==> config.mk <==
export PLATFORM = sky130hd
export DESIGN_NAME = wrch_upsize_fifo
export DESIGN_NICKNAME = d
export VERILOG_FILES = /design/src/rtl/wrch_upsize_fifo.sv
export SDC_FILE = /design/constraint.sdc
export NUM_CORES = 1
export LEC_CHECK = 0
export BUFFER_PORTS_ARGS = -buffer_cell sky130_fd_sc_hd__buf_2
export CORE_MARGIN = 2
export CORE_UTILIZATION = 49
export CTS_CLUSTER_SIZE = 30
export DETAILED_ROUTE_END_ITERATION = 12
export GPL_ROUTABILITY_DRIVEN = 1
export GPL_TIMING_DRIVEN = 0
export PLACE_DENSITY = 0.67
export RECOVER_POWER = 100
export SLEW_MARGIN = 25
export SYNTH_ARGS = -nofsm -noshare
export SYNTH_HDL_FRONTEND = slang
export SYNTH_SLANG_ARGS = --single-unit
==> constraint.sdc <==
create_clock -name ACLK -period 3.7 [get_ports ACLK]
set_input_delay 0.555 -clock ACLK [delete_from_list [all_inputs] [get_ports ACLK]]
set_output_delay 0.555 -clock ACLK [all_outputs]
set_load 0.01 [all_outputs]
==> src/rtl/wrch_upsize_fifo.sv <==
// Write-channel upsizing FIFO: packs 32-bit write beats with strobes into LANES-wide entries.
// Optional sticky overflow/underflow flags are enabled by defining WRCH_UPSIZE_ERR_EN.
module wrch_upsize_fifo #(
  parameter  int WR_DATA_BIT = 32,
  parameter  int LANES       = 2,
  parameter  int DEPTH       = 16,
  localparam int LW          = (LANES > 1) ? $clog2(LANES) : 1,
  localparam int AW          = $clog2(DEPTH),
  localparam int RD_DATA_BIT = LANES * WR_DATA_BIT,
  localparam int SB          = LANES * 4
) (
  input  logic                   ACLK,
  input  logic                   ARESETN,
  input  logic                   wr_en,
  input  logic                   wr_first,
  input  logic [LW-1:0]          wr_lane_init,
  input  logic                   wr_last,
  input  logic [WR_DATA_BIT-1:0] wr_data,
  input  logic [3:0]             wr_strb,
  output logic                   wr_full,
  input  logic                   rd_en,
  output logic [RD_DATA_BIT-1:0] rd_data,
  output logic [SB-1:0]          rd_strb,
  output logic                   rd_last,
  output logic                   rd_valid,
  output logic                   rd_empty,
`ifdef WRCH_UPSIZE_ERR_EN
  input  logic                   err_clr,
  output logic                   ovfl_err,
  output logic                   udfl_err,
`endif
  output logic [AW:0]            count
);

  logic [RD_DATA_BIT-1:0] mem_data [DEPTH];
  logic [SB-1:0]          mem_strb [DEPTH];
  logic                   mem_last [DEPTH];

  logic [AW-1:0] wr_ptr, rd_ptr;
  logic [LW-1:0] lane_ptr, lane;
  logic [SB-1:0] open_strb, strb_next;
  logic          accept, close, pop;

  assign wr_full  = (count == (AW+1)'(DEPTH));
  assign rd_empty = (count == '0);
  assign accept   = wr_en && !wr_full;
  assign pop      = rd_en && !rd_empty;

  // NOTE: every always_comb output gets a default first so no latch is inferred.
  always_comb begin
    lane      = '0;
    strb_next = '0;
    if (LANES > 1) lane = wr_first ? wr_lane_init : lane_ptr;
    // wr_first discards any partially built entry, so its strobes are not carried over.
    strb_next = (wr_first ? '0 : open_strb) | (SB'(wr_strb) << {lane, 2'b00});
  end

  assign close = accept && (lane == LW'(LANES - 1) || wr_last);

  // NOTE: storage is not reset; validity is tracked solely by count and the pointers.
  always_ff @(posedge ACLK) begin
    if (accept) mem_data[wr_ptr][lane*WR_DATA_BIT +: WR_DATA_BIT] <= wr_data;
    if (close) begin
      mem_strb[wr_ptr] <= strb_next;
      mem_last[wr_ptr] <= wr_last;
    end
  end

  // NOTE: sequential state uses non-blocking assignments so all registers update together.
  always_ff @(posedge ACLK or negedge ARESETN) begin
    if (!ARESETN) begin
      wr_ptr    <= '0;
      rd_ptr    <= '0;
      lane_ptr  <= '0;
      count     <= '0;
      open_strb <= '0;
      rd_data   <= '0;
      rd_strb   <= '0;
      rd_last   <= 1'b0;
      rd_valid  <= 1'b0;
    end else begin
      if (accept) begin
        if (close) begin
          wr_ptr    <= wr_ptr + 1'b1;
          open_strb <= '0;
          lane_ptr  <= '0;
        end else begin
          open_strb <= strb_next;
          lane_ptr  <= lane + 1'b1;
        end
      end
      case ({close, pop})
        2'b10:   count <= count + 1'b1;
        2'b01:   count <= count - 1'b1;
        default: count <= count;
      endcase
      rd_valid <= pop;
      if (pop) begin
        rd_data <= mem_data[rd_ptr];
        rd_strb <= mem_strb[rd_ptr];
        rd_last <= mem_last[rd_ptr];
        rd_ptr  <= rd_ptr + 1'b1;
      end
    end
  end

`ifdef WRCH_UPSIZE_ERR_EN
  // Sticky error flags; a clear pulse wins over a same-cycle set.
  always_ff @(posedge ACLK or negedge ARESETN) begin
    if (!ARESETN) begin
      ovfl_err <= 1'b0;
      udfl_err <= 1'b0;
    end else if (err_clr) begin
      ovfl_err <= 1'b0;
      udfl_err <= 1'b0;
    end else begin
      if (wr_en && wr_full)  ovfl_err <= 1'b1;
      if (rd_en && rd_empty) udfl_err <= 1'b1;
    end
  end
`endif

endmodule

After elaboration in Yosys (flattened, before gate mapping). Memories as Yosys holds them, arrays and structs flattened. A register that Yosys moved wholly into a read port is not among the register bits. Cells that the tools add are included.

Memory bits (writable): 1168. Memories: 3. Word-level logic and storage cells: 43. Register bits after elaboration: 23. Output and inout bits: 81. Input bits: 43.

Memory list: mem_data (words 16, width 64, read ports 1, clocked after memory_dff 1, wr ports 1, RTL line 35) `logic [RD_DATA_BIT-1:0] mem_data [DEPTH];`; mem_strb (words 16, width 8, read ports 1, clocked after memory_dff 1, wr ports 1, RTL line 36) `logic [SB-1:0] mem_strb [DEPTH];`; mem_last (words 16, width 1, read ports 1, clocked after memory_dff 1, wr ports 1, RTL line 37) `logic mem_last [DEPTH];`.

Reductions and logical operators: 12. Shift-type cells: 3. Bitwise gates (word level): 1. Mux-type cells: 9. Equality and inequality tests: 3. Add/sub/neg operators: 6.

Operators by type and width (number): two-way mux 64 bit (1); variable shift 32 x 34 -> 64 bit, first input constant (1); indexed part select 32 x 34 -> 64 bit (1); negator 6 -> 34 bit (1); two-way mux 8 bit (2); case mux 5 bit (2 select lines) (1); adder 4 x 1 -> 4 bit, second input constant (2); OR 8 bit (1); left shift 4 x 3 -> 8 bit (1); adder 5 x 1 -> 5 bit, second input constant (1); equality test 5 bit, second input constant (1); logical NOT 1 bit (5); logical NOT 5 bit (1); two-way mux 1 bit (5); subtractor 5 x 1 -> 5 bit, second input constant (1); logical AND 1 bit (3); equality test 2 x 1 -> 1 bit, second input constant (1); equality test 2 bit, second input constant (1); AND reduction 2 bit (1); nonzero test 2 bit (1); adder 1 bit, second input constant (1); logical OR 1 bit (1).

Logic depth before layout (Yosys ltp).
Depth after elaboration: 6. Depth in mapped cells: 13. Mapped depth without buffers: 12.

Worst setup path before layout. No wires, ideal clock.

Kind: input -> register. Start point: in wr_first. End point: mem mem_data[10][0] (netlist name) (enable). Setup slack: 203 ps. Arrival time: 3076 ps. Setup time: 421 ps. Path buffers: 3. Data required time: 3279 ps. Stages on the path: 6. Cell sequence: buf_2 mux2i_1 buf_2 nand2_2 buf_2 nor2_1.

Longest elaborated chain between the ends: 4.

RTL lines: start: declaration (RTL line 15) `input logic wr_first,`; two-way mux 1 bit (RTL line 53) `if (LANES > 1) lane = wr_first ? wr_lane_init : lane_ptr;`; negator 6 -> 34 bit (RTL line 62) `if (accept) mem_data[wr_ptr][lane*WR_DATA_BIT +: WR_DATA_BIT] <= wr_data;`; variable shift 32 x 34 -> 64 bit (RTL line 62); two-way mux 64 bit (implied by the code) (RTL line 62); end: declaration (RTL line 35).

Every way passes these cells.

Worst setup path in the final report.
Start point: reg lane_ptr. End point: mem mem_data[10][4] (netlist name) (enable).

Longest elaborated chain between the ends: 4.

RTL lines: start: declaration (RTL line 40) `logic [LW-1:0] lane_ptr, lane;`; start signal: assignment (RTL line 89) `lane_ptr <= lane + 1'b1;`; two-way mux 1 bit (RTL line 53); negator 6 -> 34 bit (RTL line 62); variable shift 32 x 34 -> 64 bit (RTL line 62); two-way mux 64 bit (implied by the code) (RTL line 62).

Every way passes these cells.

==> flow_summary.toml <==
[setup_path]
rr_startpoint = "lane_ptr"
arrival_ns = 4.00
end_kind = "flip-flop"
critPathKind = "flip-flop to flip-flop"
start_kind = "flip-flop"
reg2reg_slack_ns = 0.08
crit_path_max_fanout = 13
rr_endpoint = "mem_data[10][4]"
critical_path_required_ns = 4.09
reg2reg_depth = 6

[synthesis]
ys_seq_area_share_pct = 77.9
synth_edf_count = 1168
synthArstFlopShare_pct = 7.59
syn_inst = 2212
synth_fa_ha_area_share_pct = 0.276
yosys_warnings = 0
yosys.area_share.simple_pct = 1.73
synth_area_sq_mm = 0.0481
ys_top_cells_by_count = "1,168 x edfxtp_1, 292 x mux4_2, 150 x o22ai_1"
synth_compound_area_share_pct = 2.97
synth.most_common_cell = "edfxtp_1"
ys_seq_elements = 1264
synth.distinct_cells = 37
synth_area_per_cell_sq_um = 21.8
muxShareOfSynthArea_pct = 15.4
synth_xor_area_share_pct = 0.182
ys_top_cells_by_area = "edfxtp_1 73%, mux4_2 14%, dfrtp_1 5.0%"
yosys.area.top_type_share_pct = 72.9
synth_top_family_by_area = "multiplexers"
synth_top_cell_by_area = "edfxtp_1"
synth_fp_nets = 2265
ys.flop_type = "edfxtp_1"

[detailed_routing]
drc = 0
viasPerCell = 6.30
wl_per_cell_um = 32.7
routed_wl_mm = 128
drtPass1Iterations = 6
vias = 24637
dr_wl_met3_mm = 13.4
antenna_left = 0
drt-met1-wl_mm = 49.8
wl_met2_mm = 60.8
routed.top_layer = "met5"
drt_iter0_drc = 3130

[sta]
period_share_pct = 97.8
setup_viol = 0
fin_crit_ns = 3.62
rsz0062_at_grt = "no"
slew-limit-headroom_pct = -85.1
skew_ns = 0.0317
fmax_mhz = 276
setup_slack_ns = 0.0821
hold_viol_final = 0
tightest_slew_ns = 2.78
fin_hold_ws_ns = 0.196
drv_slew = 116

[cts]
clk_pin_slew_ns = 0.06
clkLatencyLatePin_ns = 0.71
cts_buffers = 120
clock_path_buffers = 3
cts_num_sinks = 1264
post_cts_buffers = 0
cts-root-buf = "clkbuf_16"
cts_tree = "done"
htreeDepth = 3

[finish]
area_delta_synth_final_pct = 15.3
nets = 2579
nFillCells = 6995
seq_area_sq_mm = 0.0375
fin_area_sq_mm = 0.0555
fin_util_pct = 57.2
drive_above_1_share_pct = 27.6
multiInputGateArea_sq_mm = 0.0100

[floorplanning]
fp.dieH_um = 317
core_area_sq_mm = 0.0970
initial_utilization_pct = 49.6
num_rows = 114
ios = 124
dieArea_sq_mm = 0.101
fp.dieW_um = 317

[worst_hold_path]
hold_path_depth = 3
hold_class = "primary input to flip-flop"
whs_endpoint = "lane_ptr"
worstHoldStart = "wr_en"

[grt]
grt_pass1_vias = 25150
grt_overflow = 0
grt_usage_pct = 25.8
grt_pass1_wl_mm = 181
grt_max_degree = 67
antenna_found_initial = 4

[placement]
portBuffers = 122
hpwl_mm = 84.0
pre_cts_ws_ns = -0.108
placed_cell_area_sq_mm = 0.0522
gp_congestion = 0.832

[status]
violations = "max-capacitance violations, max-slew violations"
status = "finished, violations left"

[power]
power_density_mw_per_mm2 = 770
vdd_drop_max_uv = 394
finalPower_uw = 42700
p_leak_uw = 0.0178

[run]
maxCapViolations = 7
## layout make-up
class,instances,share of cell area (%)
inverter,21,0.142
buffer,130,1.15
timing repair buffer,193,2.53
clock buffer,173,6.17
multi-input combinational,796,18.1
tap,1276,2.88
clock inverter,57,1.49
antenna,2,0.00902
sequential,1264,67.6
## worst max-delay path by stage
stage / start / to / cells past startpoint
after floorplan: wr_first / mem_data[10][0] / 6
after global placement: wr_first / mem_data[3][5] / 6
after detailed placement: wr_first / count[4] / 13
after CTS: count[1] / count[4] / 12
after global routing: count[1] / mem_data[9][38] / 8
final: lane_ptr / mem_data[10][4] / 6
## registers in the layout (all words and copies together), names as in the netlist
name,flops
rd_strb,8
rd_last,1
open_strb,8
count,5
wr_ptr,4
mem_strb,128
lane_ptr,1
mem_data,1024
rd_valid,1
rd_data,64
mem_last,16
rd_ptr,4
## what timing repair did
action / CTS / global route
endpoints found under the hold margin: 30 / 0
endpoints found under the setup margin: 0 / 1
gates resized for setup: 0 / 4
hold buffers: 1 / 0
## metrics by stage
stage                     cells  setup TNS, ns
after floorplan            2212              0
after global placement     3610       -1923.56
after detailed placement   3679         -0.108
after CTS                  3910              0
after global routing       3910              0
final                      3912              0
## layout by cell type (no fill, tap or decap), drive strengths merged, types with 27 or more instances in the layout
cell type	instances
dfrtp	96
clkbuf	371
edfxtp	1168
buf	124
o22ai	150
nor2b	36
clkinv	27
mux4	292
and2	32
a21oi	76
nor2	61
mux2	74
## worst max-delay path, stage by stage, from the launching register on
cell,delay (ns)
dfrtp_1,0.39
mux2i_1,0.51
buf_2,0.46
nand2_1,0.34
clkbuf_2,0.37
nor2_2,0.95
buf_16,0.25
## where the power goes
part / internal (uW) / switching, uW / total, uW
combinational: 4990 / 6910 / 11900
sequential: 17100 / 670 / 17800
clock: 7770 / 5260 / 13000
## logic make-up after synthesis
kind of cell | after synthesis
compound gates | 242
simple gates | 166
mux | 368
buf+inv | 152
flops | 1264
fa+ha+maj | 10
xor+xnor | 10
## layer usage
layer,GRT usage (%),vias up
met4,8.24,2
met2,40.8,1456
met3,5.54,216
li1,-,9857
met1,36.3,13106
met5,0,-
No activity file was read; power rests on OpenSTA's default activity.
